<file path="config.mk">
export PLATFORM = sky130hd
export DESIGN_NAME = drop_scheduler
export DESIGN_NICKNAME = d
export VERILOG_FILES = /design/src/rtl/drop_scheduler.sv
export SDC_FILE = /design/constraint.sdc
export NUM_CORES = 1
export LEC_CHECK = 0
export ABC_AREA = 1
export CAP_MARGIN = 40
export CORE_AREA = 2 2 147 149
export DETAILED_ROUTE_END_ITERATION = 6
export DIE_AREA = 0 0 149 151
export PLACE_DENSITY_LB_ADDON = 0.08
export SETUP_SLACK_MARGIN = 0.5
export SKIP_CTS_REPAIR_TIMING = 1
export SYNTH_ARGS = -nofsm -noshare
export SYNTH_HDL_FRONTEND = slang
export SYNTH_SLANG_ARGS = --single-unit
</file>
<file path="constraint.sdc">
create_clock -name clk_25MHz -period 5 [get_ports clk_25MHz]
set_input_delay 0.5 -clock clk_25MHz [delete_from_list [all_inputs] [get_ports clk_25MHz]]
set_output_delay 0.5 -clock clk_25MHz [all_outputs]
set_load 0.02 [all_outputs]
</file>
<file path="src/rtl/drop_scheduler.sv">
// drop_scheduler: owns the falling-drop slots, steps them on a level-scaled
// timer, retires floor hits and shares one random-X generator round-robin.
module drop_scheduler #(
  parameter int NUM_DROPS        = 4,
  parameter int SCREEN_H         = 480,
  parameter int DROP_H           = 32,
  parameter int X_MAX            = 568,
  parameter int OFFSCREEN_Y      = 500,
  parameter int TICK_INIT        = 500000,
  parameter int TICK_MIN         = 100000,
  parameter int TICK_STEP        = 25000,
  parameter int DODGES_PER_LEVEL = 8,
  parameter int SPAWN_GAP        = 120
) (
  input  logic                      clk_25MHz,
  input  logic                      reset,
  input  logic                      run,
  input  logic                      freeze,
  output logic                      rng_req,
  input  logic                      rng_ack,
  input  logic [9:0]                rng_x,
  output logic [10*NUM_DROPS-1:0]   drop_x,
  output logic [10*NUM_DROPS-1:0]   drop_y,
  output logic [NUM_DROPS-1:0]      drop_active,
  output logic [3:0]                level,
  output logic [15:0]               dodge_count
);

  localparam int FLOOR = SCREEN_H - DROP_H;
  localparam int IW    = $clog2(NUM_DROPS);
  localparam int PW    = $clog2(TICK_INIT + 1);
  localparam int GW    = $clog2(SPAWN_GAP + 1);
  localparam int LW    = $clog2(DODGES_PER_LEVEL + 9);
  localparam int XW    = 10 * NUM_DROPS;

  typedef enum logic [1:0] {
    IDLE,
    RUN,
    FROZEN
  } state_t;

  state_t state_q, state_n;

  logic [XW-1:0]        x_q, x_n;
  logic [XW-1:0]        y_q, y_n;
  logic [NUM_DROPS-1:0] act_q, act_n;
  logic [NUM_DROPS-1:0] pend_q, pend_n;
  logic                 req_q, req_n;
  logic [IW-1:0]        gnt_q, gnt_n;
  logic [IW-1:0]        rr_q, rr_n;
  logic [3:0]           lvl_q, lvl_n;
  logic [15:0]          dodge_q, dodge_n;
  logic [PW-1:0]        period_q, period_n;
  logic [PW-1:0]        cnt_q, cnt_n;
  logic [GW-1:0]        gap_q, gap_n;
  logic [LW-1:0]        lvc_q, lvc_n;

  logic                 step;
  logic                 allow;
  logic                 found;
  logic [IW-1:0]        pick;
  logic [IW:0]          idx;
  logic [3:0]           nret;
  logic [LW-1:0]        sum;
  logic [9:0]           ynew;

  assign step = (state_q == RUN) &&
                (cnt_q == period_q - PW'(1));

  always_comb begin
    state_n  = state_q;
    x_n      = x_q;
    y_n      = y_q;
    act_n    = act_q;
    pend_n   = pend_q;
    req_n    = req_q;
    gnt_n    = gnt_q;
    rr_n     = rr_q;
    lvl_n    = lvl_q;
    dodge_n  = dodge_q;
    period_n = period_q;
    cnt_n    = cnt_q;
    gap_n    = gap_q;
    lvc_n    = lvc_q;
    nret     = '0;
    sum      = '0;
    ynew     = '0;
    found    = 1'b0;
    pick     = '0;
    idx      = '0;
    allow    = 1'b0;

    unique case (state_q)
      IDLE:    if (run) state_n = RUN;
      RUN:     if (!run) state_n = IDLE;
               else if (freeze) state_n = FROZEN;
      FROZEN:  if (!run) state_n = IDLE;
               else if (!freeze) state_n = RUN;
      default: state_n = IDLE;
    endcase

    if (state_q == RUN)
      cnt_n = step ? '0 : cnt_q + PW'(1);

    if (step) begin
      for (int i = 0; i < NUM_DROPS; i++) begin
        if (act_q[i]) begin
          ynew = y_q[i*10 +: 10] + 10'd1;
          y_n[i*10 +: 10] = ynew;
          if (ynew == 10'(FLOOR)) begin
            act_n[i]  = 1'b0;
            pend_n[i] = 1'b1;
            nret      = nret + 4'd1;
          end
        end
      end
      if (gap_q != GW'(SPAWN_GAP))
        gap_n = gap_q + GW'(1);
      dodge_n = dodge_q + 16'(nret);
      // lvc tracks progress toward the next multiple of the level size
      sum   = lvc_q + LW'(nret);
      lvc_n = sum % LW'(DODGES_PER_LEVEL);
      if (sum >= LW'(DODGES_PER_LEVEL)) begin
        if (lvl_q != 4'd15)
          lvl_n = lvl_q + 4'd1;
        if (int'(period_q) >= TICK_MIN + TICK_STEP)
          period_n = period_q - PW'(TICK_STEP);
        else
          period_n = PW'(TICK_MIN);
      end
    end

    for (int k = 0; k < NUM_DROPS; k++) begin
      idx = {1'b0, rr_q} + (IW+1)'(k);
      if (idx >= (IW+1)'(NUM_DROPS))
        idx = idx - (IW+1)'(NUM_DROPS);
      if (!found && pend_q[idx[IW-1:0]]) begin
        found = 1'b1;
        pick  = idx[IW-1:0];
      end
    end

    allow = (state_q == RUN) && !req_q && found &&
            ((gap_q == GW'(SPAWN_GAP)) || !(|act_q));
    if (allow) begin
      req_n = 1'b1;
      gnt_n = pick;
    end

    // granted slot is pending, so the step above never touched it
    if (req_q && rng_ack) begin
      for (int i = 0; i < NUM_DROPS; i++) begin
        if (gnt_q == IW'(i)) begin
          x_n[i*10 +: 10] = (rng_x > 10'(X_MAX)) ?
                            10'(X_MAX) : rng_x;
          y_n[i*10 +: 10] = '0;
          act_n[i]        = 1'b1;
          pend_n[i]       = 1'b0;
        end
      end
      gap_n = '0;
      rr_n  = (gnt_q == IW'(NUM_DROPS - 1)) ?
              '0 : gnt_q + IW'(1);
      req_n = 1'b0;
    end

    if (state_q == IDLE && run) begin
      pend_n   = '1;
      act_n    = '0;
      lvl_n    = '0;
      dodge_n  = '0;
      gap_n    = '0;
      lvc_n    = '0;
      cnt_n    = '0;
      period_n = PW'(TICK_INIT);
      req_n    = 1'b0;
    end

    if (!run) begin
      act_n  = '0;
      pend_n = '0;
      req_n  = 1'b0;
    end

    for (int i = 0; i < NUM_DROPS; i++)
      if (!act_n[i])
        y_n[i*10 +: 10] = 10'(OFFSCREEN_Y);
  end

  always_ff @(posedge clk_25MHz or posedge reset) begin
    if (reset) begin
      state_q  <= IDLE;
      x_q      <= '0;
      y_q      <= {NUM_DROPS{10'(OFFSCREEN_Y)}};
      act_q    <= '0;
      pend_q   <= '0;
      req_q    <= 1'b0;
      gnt_q    <= '0;
      rr_q     <= '0;
      lvl_q    <= '0;
      dodge_q  <= '0;
      period_q <= PW'(TICK_INIT);
      cnt_q    <= '0;
      gap_q    <= '0;
      lvc_q    <= '0;
    end else begin
      state_q  <= state_n;
      x_q      <= x_n;
      y_q      <= y_n;
      act_q    <= act_n;
      pend_q   <= pend_n;
      req_q    <= req_n;
      gnt_q    <= gnt_n;
      rr_q     <= rr_n;
      lvl_q    <= lvl_n;
      dodge_q  <= dodge_n;
      period_q <= period_n;
      cnt_q    <= cnt_n;
      gap_q    <= gap_n;
      lvc_q    <= lvc_n;
    end
  end

  assign rng_req     = req_q;
  assign drop_x      = x_q;
  assign drop_y      = y_q;
  assign drop_active = act_q;
  assign level       = lvl_q;
  assign dodge_count = dodge_q;

endmodule

</file>
==> reports/qor.csv <==
stage,metric,value,unit
worst_setup_path,slowest_delay,0.62,ns
drt,vias_per_cell,5.25,
clock_tree,cts-root-buf,clkbuf_16,
clock_tree,cts_buffer_depth,2,
finish,fin_nets,1520,
worst_hold_path,hold_class,flip-flop to flip-flop,
power,p_leak,5.80,nW
global_routing,grt_antenna_before_repair,0,
drt,vias,9279,
worst_setup_path,crit_top_cell,inv_2,
floorplanning,io_pins,120,
sta,setup_tns,0,ns
placement,post-place-ws,0.151,ns
logic_synthesis,synthMuxAreaShare,0,
logic_synthesis,avgSynthCellArea,7.35,sq um
sta,worst_pin_slew,0.818,ns
sta,rsz0062_at_grt,true,
sta,fmax,214,MHz
power,p_per_area,402,nW/um^2
placement,gp_congestion,0.879,
sta,fin_crit_sh,0.934,
logic_synthesis,synth-seq-cells,160,
placement,hpwl,18800,um
global_routing,grtUsageTotal,0.243,
sta,skew,0.0152,ns
sta,setup_viol,0,
clock_tree,insertion_delay,0.43,ns
logic_synthesis,synth_fa_ha_area_frac,0.0355,
finish,drive_gt1_frac,0.120,
worst_setup_path,crit_family,simple AND/OR/NAND/NOR gates,
global_routing,grt_pass1_vias,8620,
global_routing,grt_max_degree,96,
finish,n_antenna_cell,0,
floorplanning,core_region_area,20800,sq um
logic_synthesis,ys_types,48,
sta,period_minus_slack,4.67,ns
logic_synthesis,syn_nets,1395,
worst_setup_path,worstSetupPathType,flip-flop to flip-flop,
worst_setup_path,crit_buf_inv,6,
flow_run,max_cap_viol_count,0,
outcome,status,"complete, no violations",
clock_tree,clk_pin_slew_worst_paths,0.06,ns
floorplanning,die_area,22500,sq um
clock_tree,htree_levels,4,
floorplanning,die_w,149,um
worst_setup_path,critPathMaxFanout,6,
drt,firstDrtPassIters,5,
sta,fin_ws,0.329,ns
finish,area_growth,23.8,%
sta,hold_viol,0,
floorplanning,start_util,0.478,
global_routing,grt_pass1_wl,43700,um
logic_synthesis,netlist_area,9950,sq um
logic_synthesis,syn_inst,1353,
worst_setup_path,cp.arrival,5.03,ns
drt,drt-total-wl,26500,um
sta,slew_headroom,0.451,
global_routing,overflow,0,
logic_synthesis,ys_warn_count,0,
sta,report.final.slew_viol_count,0,
drt,avgRoutedWirePerCell,15.0,um
drt,final_antenna_net_count,0,
logic_synthesis,synth_xor_area_frac,0.0537,
floorplanning,rows,53,
clock_tree,cts.sinks,160,
clock_tree,cts_tree,done,
logic_synthesis,seq_area_frac_synth,0.406,
floorplanning,die_h,151,um
drt,drt-initial-drc-count,458,
clock_tree,cts_buffers,17,
power,peakVddDrop,0.239,mV
drt,drcViolationCount,0,
sta,holdWs,0.478,ns
logic_synthesis,synth_compound_gate_area_share,0.101,
worst_setup_path,crit_path_end_kind,flip-flop,
worst_setup_path,critPathSlowestCell,dfstp_2,
logic_synthesis,synth_top_family_by_area,simple AND/OR/NAND/NOR gates,
worst_setup_path,cp-start-kind,flip-flop,
placement,io_buffers,119,
worst_setup_path,required,5.36,ns
logic_synthesis,synth-simple-area-share,0.326,
[synthesized netlist by cell type, drive strengths merged]
library cell | number | area [sq um]
nor3b | 1 | 12.5
or2 | 14 | 87.6
o41ai | 1 | 8.76
o311ai | 2 | 17.5
inv | 159 | 597
clkbuf | 16 | 60.1
nor2 | 138 | 573
ha | 25 | 313
o22ai | 4 | 25.0
nand2 | 387 | 1510
dfstp | 31 | 815
o21ai | 100 | 519
o211ai | 9 | 67.6
fa | 2 | 40.0
o31ai | 8 | 60.1
clkinv | 3 | 11.3
xnor2 | 12 | 105
o21bai | 1 | 7.51
xor2 | 49 | 429
o21a | 6 | 45.0
nor4 | 4 | 25.0
a22o | 2 | 17.5
and2 | 4 | 25.0
o221ai | 1 | 8.76
nand3b | 8 | 60.1
nor3 | 24 | 136
nand3 | 110 | 551
a41oi | 2 | 17.5
and3 | 1 | 6.26
a21oi | 38 | 190
nand4 | 42 | 263
a31oi | 2 | 12.5
dfrtp | 129 | 3230
a21boi | 1 | 7.51
buf | 17 | 104
[stage by stage]
stage | total power, W | cells | utilization | area [sq um]
2_1_floorplan | 0.00299 | 1353 | - | 10000
3_5_place_dp | 0.00360 | 1722 | 0.550 | 11400
3_3_place_gp | 0.00357 | 1720 | 0.549 | 11400
6_report | 0.00496 | 1766 | 0.592 | 12300
4_1_cts | 0.00498 | 1754 | 0.579 | 12100
5_1_grt | 0.00529 | 1766 | 0.592 | 12300
[power breakdown]
group | switching (W) | total, W | internal [W]
logic | 0.00108 | 0.00181 | 0.000724
registers | 0.000237 | 0.00179 | 0.00155
clock network | 0.000538 | 0.00136 | 0.000822
[sequential cells by signal, indices dropped and copies added (netlist names)]
register and cells:
level 4, period_q 16, drop_y 40, drop_active 4, drop_x 40, gnt_q 2
lvc_q 3, rng_req 1, dodge_count 16, rr_q 2, pend_q 4, gap_q 7
cnt_q 19, state_q 2
[per-layer routing]
metal  wire (um)  share of wire  global-route usage  up-vias
li1            -              -                   -     4662
met1       12700           0.48               0.342     4409
met2       12300           0.46               0.394      185
met3        1240          0.047              0.0392       23
met4         300          0.011              0.0571        0
met5           0              0                   0        -
[layout by cell type, fill, tap and decap left out, types with 4 or more instances in the layout]
master,n
inv_1,145
buf_4,16
o21ai_0,73
clkinv_2,6
or2_2,11
dfstp_2,31
dfrtp_1,126
ha_1,22
inv_2,12
nor2_4,6
o22ai_1,4
clkdlybuf4s50_1,119
o31ai_1,8
nand3b_1,8
o21a_1,6
nor2_2,15
o21ai_2,8
xor2_1,49
nand4_1,42
o21ai_1,18
clkbuf_16,17
a21oi_1,38
o211ai_1,9
nor2_1,117
nor3_1,18
nor4_1,4
nand2_1,368
nor3_2,4
nand3_1,105
nand2_2,15
xnor2_1,11
[logic make-up (layout without fill, tap and decap cells)]
group | Yosys count | after routing
AO/OA/AOI/OAI | 177 | 177
adder cells (fa/ha/maj) | 27 | 27
XOR/XNOR | 61 | 61
flip-flops | 160 | 160
AND/OR/NAND/NOR | 733 | 734
buffers and inverters | 195 | 332
[tightest hold or removal path: stages (launching register included)]
cell	delay, ns
dfrtp_1	0.34
nand2_1	0.05
nand2_1	0.05
[area by class of cell]
cell class,count,area [sq um]
multi-input cells,999,5360
fillers,1928,8500
flip-flops and latches,160,4050
repair buffers,138,1350
inverters,162,614
well taps,275,344
clock inverters,11,136
clock buffers,21,470
[worst paths after layout]
path	cells past startpoint	slack, ns	to	from
max	30	0.33	dodge_count[14]$_DFFE_PP0P_	drop_y[2]$_DFF_PP1_
min	2	0.48	drop_x[13]$_DFFE_PP0P_	drop_x[13]$_DFFE_PP0P_
max reg2reg	30	0.33	dodge_count[14]$_DFFE_PP0P_	drop_y[2]$_DFF_PP1_
min reg2reg	2	0.48	drop_x[13]$_DFFE_PP0P_	drop_x[13]$_DFFE_PP0P_
max in group asynchronous	3	3.49	drop_y[17]$_DFF_PP1_	reset
min in group asynchronous	2	0.56	drop_y[20]$_DFF_PP0_	reset
(Power assumes the default switching activity.)
